==> src/rtl/instru_loader_if.sv <==
// Byte-stream input and instruction-memory write port of the boot loader.
// master: loader side; slave: byte source / memory side.
interface instru_loader_if;
    logic [7:0]  in_data;
    logic        in_valid;
    logic        in_ready;
    logic        im_we;
    logic [31:0] im_addr;
    logic [31:0] im_wdata;

    modport master (
        input  in_data, in_valid,
        output in_ready, im_we, im_addr, im_wdata
    );

    modport slave (
        output in_data, in_valid,
        input  in_ready, im_we, im_addr, im_wdata
    );
endinterface

==> src/rtl/instru_loader.sv <==
// Boot loader: big-endian length + word stream into instruction memory, holds the CPU until loaded.
// Optional LOADER_CHECKSUM_EN: trailing XOR checksum byte replaces the FLUSH cycle with CSUM.
module instru_loader #(
    parameter int unsigned MEM_WORDS = 64,
    parameter logic [31:0] BASE_ADDR = 32'h0000_0000
) (
    input  logic            clk,
    input  logic            rst,
    input  logic            start,
    instru_loader_if.master bus,
    output logic            cpu_hold,
    output logic            done,
    output logic            err
);

    localparam logic [2:0] LEN_HI = 3'd0;
    localparam logic [2:0] LEN_LO = 3'd1;
    localparam logic [2:0] DATA   = 3'd2;
`ifdef LOADER_CHECKSUM_EN
    localparam logic [2:0] CSUM   = 3'd6;
`else
    localparam logic [2:0] FLUSH  = 3'd3;
`endif
    localparam logic [2:0] DONE   = 3'd4;
    localparam logic [2:0] ERR    = 3'd5;

    logic [2:0]  state;
    logic [15:0] len;
    logic [15:0] word_cnt;
    logic [1:0]  byte_cnt;
    logic [31:0] shift_reg;
    logic [15:0] n_len;
    logic        ready;
    logic        take;
`ifdef LOADER_CHECKSUM_EN
    logic [7:0]  csum;
`endif

    always_comb begin
        ready = 1'b0;
        case (state)
            LEN_HI, LEN_LO, DATA: ready = 1'b1;
`ifdef LOADER_CHECKSUM_EN
            CSUM:                 ready = 1'b1;
`endif
            default:              ready = 1'b0;
        endcase
    end

    assign bus.in_ready = ready;
    assign take         = ready & bus.in_valid;
    assign n_len        = {len[15:8], bus.in_data};
    assign cpu_hold     = (state != DONE);
    assign done         = (state == DONE);
    assign err          = (state == ERR);

    always_ff @(posedge clk) begin
        if (rst) begin
            state        <= LEN_HI;
            len          <= '0;
            word_cnt     <= '0;
            byte_cnt     <= '0;
            shift_reg    <= '0;
            bus.im_we    <= 1'b0;
            bus.im_addr  <= BASE_ADDR;
            bus.im_wdata <= '0;
`ifdef LOADER_CHECKSUM_EN
            csum         <= '0;
`endif
        end else begin
            bus.im_we <= 1'b0;
            case (state)
                LEN_HI: begin
                    if (take) begin
                        len[15:8] <= bus.in_data;
                        state     <= LEN_LO;
                    end
                end
                LEN_LO: begin
                    if (take) begin
                        len[7:0] <= bus.in_data;
                        if (n_len == 16'd0) begin
`ifdef LOADER_CHECKSUM_EN
                            state <= CSUM;
`else
                            state <= DONE;
`endif
                        end else if (32'(n_len) > MEM_WORDS) begin
                            state <= ERR;
                        end else begin
                            state <= DATA;
                        end
                    end
                end
                DATA: begin
                    if (take) begin
                        shift_reg <= {shift_reg[23:0], bus.in_data};
                        byte_cnt  <= byte_cnt + 2'd1;
`ifdef LOADER_CHECKSUM_EN
                        csum      <= csum ^ bus.in_data;
`endif
                        // Fourth byte completes a word: write it while still accepting bytes.
                        if (byte_cnt == 2'd3) begin
                            bus.im_we    <= 1'b1;
                            bus.im_wdata <= {shift_reg[23:0], bus.in_data};
                            bus.im_addr  <= BASE_ADDR + {14'b0, word_cnt, 2'b00};
                            word_cnt     <= word_cnt + 16'd1;
                            if (word_cnt == len - 16'd1) begin
`ifdef LOADER_CHECKSUM_EN
                                state <= CSUM;
`else
                                state <= FLUSH;
`endif
                            end
                        end
                    end
                end
`ifdef LOADER_CHECKSUM_EN
                CSUM: begin
                    if (take) begin
                        state <= (csum == bus.in_data) ? DONE : ERR;
                    end
                end
`else
                FLUSH: begin
                    state <= DONE;
                end
`endif
                DONE, ERR: begin
                    if (start) begin
                        state       <= LEN_HI;
                        len         <= '0;
                        word_cnt    <= '0;
                        byte_cnt    <= '0;
                        shift_reg   <= '0;
                        bus.im_addr <= BASE_ADDR;
`ifdef LOADER_CHECKSUM_EN
                        csum        <= '0;
`endif
                    end
                end
                default: begin
                    state <= LEN_HI;
                end
            endcase
        end
    end

endmodule

==> src/flat_wrapper.sv <==
// flat-port wrapper written by rule: the top's interface ports become plain ports
module instru_loader_flat 
#(
    parameter int unsigned MEM_WORDS = 64,
    parameter logic [31:0] BASE_ADDR = 32'h0000_0000
)
  (clk, rst, start, cpu_hold, done, err, bus_in_data, bus_in_valid, bus_in_ready, bus_im_we, bus_im_addr, bus_im_wdata);
  instru_loader_if bus_i ();
  input  logic clk;
  input  logic rst;
  input  logic start;
  output logic cpu_hold;
  output logic done;
  output logic err;
  input wire logic [$bits(bus_i.in_data)-1:0] bus_in_data;
  input wire logic [$bits(bus_i.in_valid)-1:0] bus_in_valid;
  output wire logic [$bits(bus_i.in_ready)-1:0] bus_in_ready;
  output wire logic [$bits(bus_i.im_we)-1:0] bus_im_we;
  output wire logic [$bits(bus_i.im_addr)-1:0] bus_im_addr;
  output wire logic [$bits(bus_i.im_wdata)-1:0] bus_im_wdata;
  assign bus_i.in_data = bus_in_data;
  assign bus_i.in_valid = bus_in_valid;
  assign bus_in_ready = bus_i.in_ready;
  assign bus_im_we = bus_i.im_we;
  assign bus_im_addr = bus_i.im_addr;
  assign bus_im_wdata = bus_i.im_wdata;
  instru_loader #(.MEM_WORDS(MEM_WORDS), .BASE_ADDR(BASE_ADDR)) u_core (.clk(clk), .rst(rst), .start(start), .bus(bus_i), .cpu_hold(cpu_hold), .done(done), .err(err));
endmodule
==> config.mk <==
export PLATFORM = sky130hd
export DESIGN_NAME = instru_loader_flat
export DESIGN_NICKNAME = d
export VERILOG_FILES = /design/src/rtl/instru_loader_if.sv /design/src/rtl/instru_loader.sv /design/src/flat_wrapper.sv
export SDC_FILE = /design/constraint.sdc
export NUM_CORES = 1
export LEC_CHECK = 0
export CAP_MARGIN = 20
export CORE_MARGIN = 1.5
export CORE_UTILIZATION = 53
export CTS_BUF_LIST = sky130_fd_sc_hd__clkbuf_8 sky130_fd_sc_hd__clkbuf_16
export DETAILED_ROUTE_END_ITERATION = 12
export GPL_ROUTABILITY_DRIVEN = 1
export PLACE_DENSITY = 0.8
export SKIP_LAST_GASP = 1
export SLEW_MARGIN = 20
export SYNTH_ARGS = -nofsm -noshare
export SYNTH_HDL_FRONTEND = slang
export SYNTH_SLANG_ARGS = --single-unit
export TNS_END_PERCENT = 5
==> constraint.sdc <==
create_clock -name clk -period 2.44 [get_ports clk]
set_input_delay 0.61 -clock clk [delete_from_list [all_inputs] [get_ports clk]]
set_output_delay 0.61 -clock clk [all_outputs]
set_load 0.01 [all_outputs]
# Yosys cells after proc, flatten, opt, wreduce, memory -nomap -nowiden
# Index checks and enable logic that the tools add are counted.
dict set report totals {
  ff_bits 126
  inputBits 12
  ram_bits 0
  rom_bits 0
  out_inout_bits 69
  latch_bits 0
  n_memories 0
}
dict set report op_classes {
  bitwise 3
  addsub 3
  shift 0
  div 0
  muxes 27
  order_cmp 1
  n_reduce_logical 14
  mul 0
  n_eq_ne 14
}
# op n
set ops {}
lappend ops {{$mux W32} 3}
lappend ops {{$pmux W32 S2} 1}
lappend ops {{$mux W16} 3}
lappend ops {{$pmux W24 S2} 1}
lappend ops {{$pmux W16 S2} 1}
lappend ops {{$pmux W8 S2} 2}
lappend ops {{$mux W24} 1}
lappend ops {{$mux W3} 8}
lappend ops {{$add A16 B1 Y16 const B} 1}
lappend ops {{$eq A16 B16 Y1} 1}
lappend ops {{$gt A16 B7 Y1 const B} 1}
lappend ops {{$logic_not A16 Y1} 1}
lappend ops {{$sub A16 B1 Y16 const B} 1}
lappend ops {{$pmux W3 S5} 1}
lappend ops {{$reduce_and A3 Y1} 4}
lappend ops {{$ne A2 B1 Y1 const B} 5}
lappend ops {{$mux W8} 1}
lappend ops {{$eq A3 B2 Y1 const B} 2}
lappend ops {{$eq A3 B3 Y1 const B} 2}
lappend ops {{$reduce_and A6 Y1} 1}
lappend ops {{$reduce_bool A2 Y1} 3}
lappend ops {{$reduce_or A3 Y1} 2}
lappend ops {{$mux W2} 2}
lappend ops {{$pmux W2 S2} 1}
lappend ops {{other kinds (11)} 13}

# Depth between registers and ports, before layout
dict set report logic_depth {
  ltp_word 6
  ltp_mapped 9
}

# Least setup slack after synthesis
# No wires, ideal clock.
dict set report synth_path {
  path_kind {in2reg}
  start {input bus_in_valid}
  end {register u_core.word_cnt[15]}
  required_ns 2.312
  setup_time_ns 0.128
  path_slack_ns 0.416
  path_stages 6
  t_arrival_ns 1.896
  n_path_buf 0
  cell_sequence {nor3b_2 a32oi_1 nor4_1 nand3_1 xor2_1 nor2_1}
}
dict set report synth_via {
  elab_chain_len 3
}
# element line
set synth_lines {}
lappend synth_lines {{start, declared} flat_wrapper.sv:16} ;# input wire logic [$bits(bus_i.in_valid)-1:0] bus_in_valid;
lappend synth_lines {{$and A1 B1 Y1} instru_loader.sv:51} ;# assign take = ready & bus.in_valid;
lappend synth_lines {{$ne A2 B1 Y1 (no source line)} -}
lappend synth_lines {{$reduce_and A4 Y1 (no source line)} -}
lappend synth_lines {{end signal, assigned} instru_loader.sv:107} ;# word_cnt <= word_cnt + 16'd1;
lappend synth_lines {{end, declared} instru_loader.sv:29} ;# logic [15:0] word_cnt;
# No other way between the ends.
# A chain may end at the register's enable or synchronous reset.

# Final worst setup path
dict set report layout_path {
  start {register u_core.state[0]}
  end {output cpu_hold}
}
dict set report layout_via {
  elab_chain_len 1
}
# element line
set layout_lines {}
lappend layout_lines {{start, declared} instru_loader.sv:27} ;# logic [2:0] state;
lappend layout_lines {{start signal, assigned} instru_loader.sv:59} ;# state <= LEN_HI;
lappend layout_lines {{start signal, assigned} instru_loader.sv:76} ;# state <= LEN_LO;
lappend layout_lines {{start signal, assigned} instru_loader.sv:86} ;# state <= DONE;
lappend layout_lines {{$ne A3 B3 Y1} instru_loader.sv:53} ;# assign cpu_hold = (state != DONE);
lappend layout_lines {{end, declared} flat_wrapper.sv:12} ;# output logic cpu_hold;
# No other way between the ends.

==> reports/qor.log <==
qor: global_routing.globalRoute.busiestLayer met2
qor: worst_setup_path.crit_fanout 12
qor: placement.place_ws -0.157 ns
qor: layout.insertedDiodeCount 0
qor: placement.gp_congestion 0.923
qor: global_routing.grt_met2_use 0.428
qor: sta.fmaxAchievable 0.425 GHz
qor: logic_synthesis.netlist-cell-type-count 49
qor: floorplan.boundaryPins 81
qor: power_and_ir_drop.vdd_ir_drop_max 0.000357 V
qor: logic_synthesis.synth_commonest_cells sky130_fd_sc_hd__dfxtp_1, sky130_fd_sc_hd__nand2_1, sky130_fd_sc_hd__nor2_1
qor: logic_synthesis.share_of_flip_flops_with_an_asynchronous_set_or_reset 0
qor: worst_setup_path.r2r-end u_core.state[0]
qor: logic_synthesis.synth-main-ff-cell sky130_fd_sc_hd__dfxtp_1
qor: sta.setup-tns-final 0 ns
qor: floorplan.fp-row-count 34
qor: power_and_ir_drop.post-layout-total-power 3.43 mW
qor: logic_synthesis.post_synthesis_average_cell_area 8.24 sq um
qor: worst_hold_path.whs_endpoint u_core.bus.im_addr[8]
qor: route.drt_drc_violations_left 0
qor: global_routing.met3_usage 0.0594
qor: global_routing.antenna_found_initial 0
qor: worst_setup_path.r2r_start u_core.len[1]
qor: route.wire_per_inst 16.2 microns
qor: placement.buffer_ports.inserted 64
qor: sta.fin_crit 2.35 ns
qor: logic_synthesis.synth_warnings 0
qor: global_routing.globalRouteOverflowTotal 0
qor: logic_synthesis.post-synth-top-count-cell sky130_fd_sc_hd__dfxtp_1
qor: layout.area_growth 21.4%
qor: logic_synthesis.synth_area_leader_cell sky130_fd_sc_hd__dfxtp_1
qor: clock_network.cts_max_path_buffers 2
qor: worst_setup_path.r2r_setup_slack 0.11 ns
qor: global_routing.globalRouteMet1Util 0.325
qor: sta.finalSetupViolCount 0
qor: sta.fin_worst_skew 0.0187 ns
qor: logic_synthesis.netlist_instances 584
qor: clock_network.root_buffer_cell sky130_fd_sc_hd__clkbuf_8
qor: layout.filler_cell_count 735
qor: layout.post_route_cells_drive_above_1_share 0.0938
qor: worst_setup_path.criticalPathCategory reg2out
qor: logic_synthesis.synth.ff_latch_count 110
qor: global_routing.grt_util_all_layers 0.256
qor: floorplan.fp.dieH 98.3 microns
qor: clock_network.setup_buffers_after_cts 0
qor: clock_network.insertion_delay 0.40 ns
qor: route.route.detailed.vias_per_inst 5.86
qor: layout.largest_register_ffs 32
qor: floorplan.floorplan.die.width 98.3 microns
qor: logic_synthesis.synth_top_cell_area_share 0.458
qor: logic_synthesis.synth_enable_flop_cells 0
qor: floorplan.initial_utilization 0.549
qor: logic_synthesis.synth.area.top_cells sky130_fd_sc_hd__dfxtp_1, sky130_fd_sc_hd__nand2_1, sky130_fd_sc_hd__a21oi_1
qor: route.num_vias 4439
qor: worst_setup_path.critPathCaptureType output port
qor: route.first_iter_violations 328
qor: worst_hold_path.hold_class reg2reg
qor: placement.placed_cell_area 0.00561 sq mm
qor: sta.final-hold-violation-count 0
qor: layout.nNetsFinal 660
qor: route.detailedRoute.firstPassIterationCount 5
qor: clock_network.htreeDepth 3
qor: logic_synthesis.post_synth_instance_area 0.00481 sq mm
qor: clock_network.clkSinkCount 110
qor: sta.timing_max_transition_violations_final 0
qor: sta.relSlewSlack 0.624
qor: worst_setup_path.setup.worst_path.start_class flip-flop
qor: clock_network.cts_buffers 9
qor: power_and_ir_drop.pwr_density_cell 587 mW/mm^2
qor: status.run_status finished, final reports clean
qor: layout.finalInstanceArea 0.00584 sq mm
qor: placement.place_hpwl 8560 microns
qor: worst_hold_path.worstHoldStart u_core.bus.im_addr[8]
qor: global_routing.number_of_global_route_vias_before_repair 4168
qor: worst_setup_path.timing.critical_path.arrival 1.74 ns
qor: sta.rsz0062_at_grt true
qor: sta.transition_time_at_the_pin_with_the_least_slew_margin 0.564 ns
qor: global_routing.grt_first_pass_wirelength 20100 microns
qor: logic_synthesis.ys_seq_area_frac 0.458
qor: route.final_antenna_net_count 0
qor: worst_hold_path.hold_path_depth 2
qor: power_and_ir_drop.p_leak 2.05 nW
qor: sta.setup_ws 0.0870 ns
qor: global_routing.grt_max_degree 58
qor: clock_network.cts_tree yes
qor: sta.final_min_period_over_clock_period 0.964
qor: route.drt-total-wl 12300 microns
qor: floorplan.die_area 0.00966 sq mm
qor: floorplan.placeable_core_region 0.00876 sq mm
qor: flow_run.timing.max_cap.violations 0
qor: clock_network.worst_setup_hold_path_clk_slew 0.11 ns
qor: worst_setup_path.critical_path_required 1.83 ns
qor: worst_setup_path.worst_r2r_path_depth 8
## what timing repair did
| action | 4_1_cts | 5_1_grt |
|---|---|---|
| setup endpoints to repair | 0 | 4 |
| resized for setup | 0 | 2 |
| hold buffers | 0 | 0 |
## report_power, final
group	internal [mW]	switching (mW)	leakage [nW]	total, mW
logic	0.172	0.247	1.06	0.419
clock network	0.425	0.720	0.108	1.14
registers	1.82	0.0449	0.888	1.86
total	2.42	1.01	2.05	3.43
## worst max-delay path by stage
stage	start	endpoint	depth (start not counted)
after floorplan	bus_in_valid	u_core.word_cnt[15]	6
after global placement	bus_in_data[3]	u_core.state[2]	8
after detailed placement	bus_in_valid	u_core.bus.im_addr[15]	7
after CTS	u_core.state[1]	done	4
after global routing	u_core.len[1]	u_core.state[0]	8
final	u_core.state[0]	cpu_hold	2
## stage by stage
| stage | instances | hold WS, ns | utilization |
|---|---|---|---|
| global placement | 742 | 0.438 | 0.641 |
| detailed placement | 742 | 0.449 | 0.641 |
| floorplan | 599 | 0.431 | - |
| CTS | 758 | 0.464 | 0.665 |
| global route | 758 | 0.485 | 0.666 |
| finish | 758 | 0.458 | 0.666 |
## layer usage
layer / vias to the layer above / part of all wire
li1: 2107 / -
met1: 2148 / 0.43
met2: 165 / 0.49
met3: 19 / 0.066
met4: 0 / 0.019
met5: - / 0
## cells by family after synthesis
kind of cell | Yosys count | synth area share
simple gates | 239 | 0.229
flops | 110 | 0.458
mux | 1 | 0.00208
compound gates | 124 | 0.170
buf+inv | 72 | 0.0710
other cells | 1 | 0.000779
fa+ha+maj | 3 | 0.00780
xor+xnor | 34 | 0.0619
## cell type report
type / instances / area, sq um / share of cell area
clock inverters: 7 / 93.8 / 0.0161
flip-flops and latches: 110 / 2200 / 0.377
well taps: 108 / 135 / 0.0231
inverters: 8 / 30.0 / 0.00514
multi-input cells: 417 / 2330 / 0.399
clock buffers: 9 / 124 / 0.0212
repair buffers: 99 / 923 / 0.158
## layout by cell type (no fill, tap or decap), drive strengths merged, types with 6 or more instances in the layout
cell / instances
and3: 6
nand2: 98
conb: 16
clkbuf: 9
nor2: 67
o21ai: 9
a21oi: 58
a22oi: 17
buf: 36
xnor2: 21
nor3: 10
a32oi: 27
xor2: 13
inv: 12
clkdlybuf4s50: 63
nand4: 9
nor4: 7
nand3: 23
dfxtp: 110
## critical path: stages (launching register included)
cell                              delay [ns]
sky130_fd_sc_hd__dfxtp_1                0.62
sky130_fd_sc_hd__nand2b_1               0.20
sky130_fd_sc_hd__clkdlybuf4s50_1        0.54
No activity file was read; power rests on OpenSTA's default activity.
